==> src/rtl/ser_pkg.sv <==
// Shared types and constants for the pattern serializer.
// Optional feature macro: SER_PARITY_EN (appends one even-parity bit per frame).
package ser_pkg;

  typedef enum logic {
    IDLE  = 1'b0,
    SHIFT = 1'b1
  } ser_state_e;

  localparam int DEFAULT_WIDTH = 8;

`ifdef SER_PARITY_EN
  localparam int PARITY_BITS = 1;
`else
  localparam int PARITY_BITS = 0;
`endif

  localparam int FRAME_LEN = DEFAULT_WIDTH + PARITY_BITS;

  function automatic int frame_len(input int width);
    return width + PARITY_BITS;
  endfunction

endpackage

==> src/rtl/pattern_serializer.sv <==
// MSB-first parallel-to-serial transmitter with gapless back-to-back frames.
// Optional feature macro: SER_PARITY_EN (even-parity bit after bit 0).
module pattern_serializer
  import ser_pkg::*;
#(
  parameter int WIDTH = DEFAULT_WIDTH,
  parameter int CNT_W = $clog2(WIDTH + 1)
) (
  input  logic             clk,
  input  logic             rst,
  input  logic             load_valid,
  input  logic [WIDTH-1:0] load_data,
  output logic             load_ready,
  output logic             out,
  output logic             out_valid,
  output logic             frame_start,
  output logic             frame_last
);

  localparam int FL = frame_len(WIDTH);
  localparam logic [CNT_W-1:0] LAST_IDX = CNT_W'(FL - 1);

  ser_state_e       state_q, state_d;
  logic [WIDTH-1:0] shift_q, shift_d;
  logic [CNT_W-1:0] cnt_q, cnt_d;
  logic             out_q, out_d;
  logic             out_valid_q, out_valid_d;
  logic             frame_start_q, frame_start_d;
  logic             frame_last_q, frame_last_d;
  logic             accept;
`ifdef SER_PARITY_EN
  logic             parity_q, parity_d;
`endif

  // Handshake: a word transfers at a rising edge where load_valid && load_ready.
  // load_ready depends only on state/counter, never on load_valid; it is high in
  // IDLE and during the frame_last cycle so the next frame follows with no gap.
  assign load_ready = (state_q == IDLE) || (cnt_q == LAST_IDX);
  assign accept     = load_valid && load_ready;

  always_comb begin
    state_d       = state_q;
    shift_d       = shift_q;
    cnt_d         = cnt_q;
    out_d         = 1'b0;
    out_valid_d   = 1'b0;
    frame_start_d = 1'b0;
    frame_last_d  = 1'b0;
`ifdef SER_PARITY_EN
    parity_d      = parity_q;
`endif
    if (accept) begin
      state_d       = SHIFT;
      shift_d       = {load_data[WIDTH-2:0], 1'b0};
      cnt_d         = '0;
      out_d         = load_data[WIDTH-1];
      out_valid_d   = 1'b1;
      frame_start_d = 1'b1;
`ifdef SER_PARITY_EN
      parity_d      = ^load_data;
`endif
    end else if (state_q == SHIFT) begin
      if (cnt_q == LAST_IDX) begin
        state_d = IDLE;
      end else begin
        cnt_d        = cnt_q + CNT_W'(1);
        out_d        = shift_q[WIDTH-1];
        shift_d      = shift_q << 1;
        out_valid_d  = 1'b1;
        frame_last_d = (cnt_d == LAST_IDX);
`ifdef SER_PARITY_EN
        // Data bits are exhausted; the parity cycle uses the captured parity.
        if (cnt_d == CNT_W'(WIDTH)) out_d = parity_q;
`endif
      end
    end
  end

  always_ff @(posedge clk or negedge rst) begin
    if (!rst) begin
      state_q       <= IDLE;
      shift_q       <= '0;
      cnt_q         <= '0;
      out_q         <= 1'b0;
      out_valid_q   <= 1'b0;
      frame_start_q <= 1'b0;
      frame_last_q  <= 1'b0;
`ifdef SER_PARITY_EN
      parity_q      <= 1'b0;
`endif
    end else begin
      state_q       <= state_d;
      shift_q       <= shift_d;
      cnt_q         <= cnt_d;
      out_q         <= out_d;
      out_valid_q   <= out_valid_d;
      frame_start_q <= frame_start_d;
      frame_last_q  <= frame_last_d;
`ifdef SER_PARITY_EN
      parity_q      <= parity_d;
`endif
    end
  end

  assign out         = out_q;
  assign out_valid   = out_valid_q;
  assign frame_start = frame_start_q;
  assign frame_last  = frame_last_q;

endmodule

==> config.mk <==
export PLATFORM = sky130hd
export DESIGN_NAME = pattern_serializer
export DESIGN_NICKNAME = d
export VERILOG_FILES = /design/src/rtl/ser_pkg.sv /design/src/rtl/pattern_serializer.sv
export SDC_FILE = /design/constraint.sdc
export NUM_CORES = 1
export LEC_CHECK = 0
export ABC_CLOCK_PERIOD_IN_PS = 3900
export CAP_MARGIN = 15
export CORE_MARGIN = 2
export CORE_UTILIZATION = 45
export CTS_CLUSTER_SIZE = 14
export DETAILED_ROUTE_END_ITERATION = 16
export PLACE_DENSITY_LB_ADDON = 0.2
export REMOVE_ABC_BUFFERS = 1
export SYNTH_ARGS = -nofsm -noshare
export SYNTH_HDL_FRONTEND = slang
export SYNTH_SLANG_ARGS = --single-unit
export TNS_END_PERCENT = 10
==> constraint.sdc <==
create_clock -name clk -period 3.9 [get_ports clk]
set_input_delay 0.78 -clock clk [delete_from_list [all_inputs] [get_ports clk]]
set_output_delay 0.78 -clock clk [all_outputs]
set_load 0.02 [all_outputs]
======== Word-level counts from Yosys, hierarchy flattened ========
Cells that the tools add are included.
storage, ports and cells
  bits in registers ....................... 16
  output and inout bits ................... 5
operators by class
  mux-type cells .......................... 16
  bitwise operators ....................... 1
  equality and inequality tests ........... 3
  add/subtract/negate cells ............... 1
  reduce and logical (&&, ||, !) cells .... 4
operators with widths
  operator             count
  $mux 8               3
  $mux 4               3
  $mux 1               10
  $eq 4x3->1 const B   2
  $add 4x1->4 const B  1
  $ne 2x2->1 const B   1
  $reduce_and 2->1     1
  $reduce_bool 2->1    1
  $logic_and 1x1->1    1
  $logic_or 1x1->1     1
  $not 1->1            1

======== Logic depth before layout (Yosys ltp) ========
  word-level depth ........................ 5
  mapped depth ............................ 5
  gate-level depth less buffers ........... 4

======== Least setup slack after synthesis ========
No wires, ideal clock.
  kind .................................... reg2out
  start ................................... register cnt_q[0]
  end ..................................... output port load_ready
  data required time ...................... 3120 ps
  slack ................................... 2069 ps
  path buffers ............................ 1
  cell stages (with the launch flop) ...... 5
  data arrival time ....................... 1051 ps
  path through ............................ dfrtp_1 ha_1 nand3b_1 nand2_2 buf_6
on the way
  cells in the longest elaborated chain, start to end .. 2
RTL lines
  what                      RTL line                  text
  start: declaration        pattern_serializer.sv:25  logic [CNT_W-1:0] cnt_q, cnt_d;
  start signal: assignment  pattern_serializer.sv:94  cnt_q <= cnt_d;
  $eq 4x3->1                pattern_serializer.sv:38  assign load_ready = (state_q == IDLE) || (cnt_q == LAST_IDX);
  $logic_or 1x1->1          pattern_serializer.sv:38
  end: declaration          pattern_serializer.sv:13  output logic load_ready,
Every way passes these cells.

======== Final worst setup path ========
Ends and elaborated chain as after synthesis.

==> metrics.txt <==
total die area 2050 um^2; Avg Cell Area, Syn 12.4 um^2; Worst Path Max Fanout 12; gr ovfl total 0; CP Launch Type flop; Peak supply drop 451 uV; clock root cell clkbuf_4; Total Routing Usage GR 14.3%; Seq/Total Area, Yosys 48.9%; CTS tree yes; required time worst endpoint 3120 ps; 1st-iter DRT viols 8; first-pass GRT wire length 1.95 mm; synthesized area 767 um^2; pin count of the biggest net entering global routing 16; Unique masters post-synth 25; Tcrit/Tclk final 74.4%; wire per inst 13.2 um; number of diodes 0; Comb pwr share 44.1%; area share of the largest cell type after synthesis 48.9%; CTS buffer count 3; Sw Share 35.3%; Power Density 692 nW/um^2; H-Tree Depth 1; initial antenna violation count 0; PortBufs 15; setup violators final 0; Worst slew margin 56.7%; Leak 0.000411 uW; Final nets 91; commonest non-fill, non-tap cells in the layout dfrtp_1, clkdlybuf4s50_1, mux2_2, nand2_1; die span in x 45.3 um; DRC viols 0; Post-DP HPWL 821 um; first drt pass iteration count 4; worst setup path class flop to output pin; vias in the first global route 437; RSZ-0062 raised after global routing no; final hold vios 0; Synth area leaders dfrtp_1, mux2_2, mux2_4; Crit path arrival time 2120 ps; Core Rows 14; later-pin clock latency in the skew report 290 ps; min Tclk post-route 2900 ps; setup TNS 0 ps; clock network fraction of total power 14.1%; Reg power frac 41.8%; ANT nets after route 0; clk_skew 1.76 ps; Starting Density 49.2%; vias per cell 5.42; clk buf depth 2; Max Fclk 0.345 GHz; post-cts resize count 0; CTS Hold Bufs 0; Slew @ Worst Pin 647 ps; via count 504; reported max-cap violation count 0; WHS 512 ps; # IOs 16; yosys warns 0; setup bufs post-CTS 0; core box area 1560 um^2; crit end category output pin; Pint 420 uW; Synth Register Bits 15; Hold WC Path Type flop to flop; area grow syn2layout 22.2%; status finished clean; die height 45.3 um; routed wire length 1.23 mm; layout cells sized above 1 22.1%; cells after synthesis 62; clock net sink count 15; global placement routability congestion 0.813; net switching power 229 uW; dominant cell type by area after synthesis dfrtp_1; Slew Limit Fails 0; clock-pin slew on the worst setup and hold paths 90 ps
logic make-up (layout without fill, tap and decap cells):
kind of cell,Yosys count,count (layout),synth area share [%]
AO/OA/AOI/OAI,7,7,6.52
XOR/XNOR,1,1,1.14
adder cells (fa/ha/maj),2,2,3.26
buffers and inverters,6,21,4.40
flip-flops,15,15,48.9
multiplexers,15,15,23.3
AND/OR/NAND/NOR,16,16,12.4
state kept, by name (all words and copies together) (netlist names):
name         count
cnt_q            4
frame_last       1
out              1
frame_start      1
out_valid        1
shift_q          7
through the flow:
step,cell area (um^2),power (uW),std cells,util (%),worst slack [ps]
finish,937,649,93,60.1,997
global route,937,692,93,60.1,888
CTS,937,654,93,60.1,993
detailed placement,911,563,89,58.4,1330
global placement,911,557,89,58.4,1370
floorplan,741,472,58,-,2070
power groups by stage:
stage          sequential [uW]  clock [uW]  combinational, uW
2_1_floorplan              280           0                193
3_3_place_gp               270           0                287
3_5_place_dp               273           0                290
4_1_cts                    270        93.9                291
5_1_grt                    279         100                313
6_report                   271        91.4                286
worst max-delay path: stages, from the launching register on:
cell	delay (ps)
dfrtp_1	460
ha_1	290
nand3b_1	140
nand2_2	280
clkdlybuf4s50_1	670
final cells by class:
class | count | area, um^2
tap | 16 | 20.0
clock buffer | 4 | 26.3
fill | 137 | 622
multi-input combinational | 41 | 358
inverter | 2 | 7.51
timing repair buffer | 15 | 150
sequential | 15 | 375
cells in the mapped netlist:
| master | n |
|---|---|
| mux2_4 | 4 |
| nand2_2 | 1 |
| nand3_1 | 1 |
| o22ai_1 | 1 |
| ha_1 | 2 |
| nor2_1 | 1 |
| inv_1 | 2 |
| o2bb2ai_1 | 1 |
| o21ai_0 | 1 |
| or2b_1 | 1 |
| o211ai_1 | 2 |
| nand2_1 | 5 |
| mux2i_1 | 4 |
| and2_2 | 1 |
| xnor2_1 | 1 |
| buf_2 | 2 |
| clkbuf_2 | 1 |
| mux2_2 | 7 |
| a22o_2 | 1 |
| nand4b_1 | 3 |
| nand2b_1 | 2 |
| buf_6 | 1 |
| dfrtp_1 | 15 |
| a21oi_1 | 1 |
| nand3b_1 | 1 |
routing by layer:
metal / vias up / GRT usage, % / share of wire (%)
li1: 247 / - / -
met2: 19 / 19.1 / 41
met3: 4 / 3.60 / 6.6
met5: - / 0 / 0
met1: 234 / 18.9 / 48
met4: 0 / 12.4 / 4.1
final timing paths:
check / slack [ps] / to / depth (start not counted) / startpoint
min: 510 / shift_q[2] / 1 / shift_q[1]
max in group asynchronous: 2610 / frame_last / 1 / rst
min in group asynchronous: 880 / shift_q[1] / 1 / rst
min reg2reg: 510 / shift_q[2] / 1 / shift_q[1]
max reg2reg: 2240 / shift_q[6] / 4 / cnt_q[0]
max: 1000 / load_ready / 4 / cnt_q[0]
(Power assumes the default switching activity.)
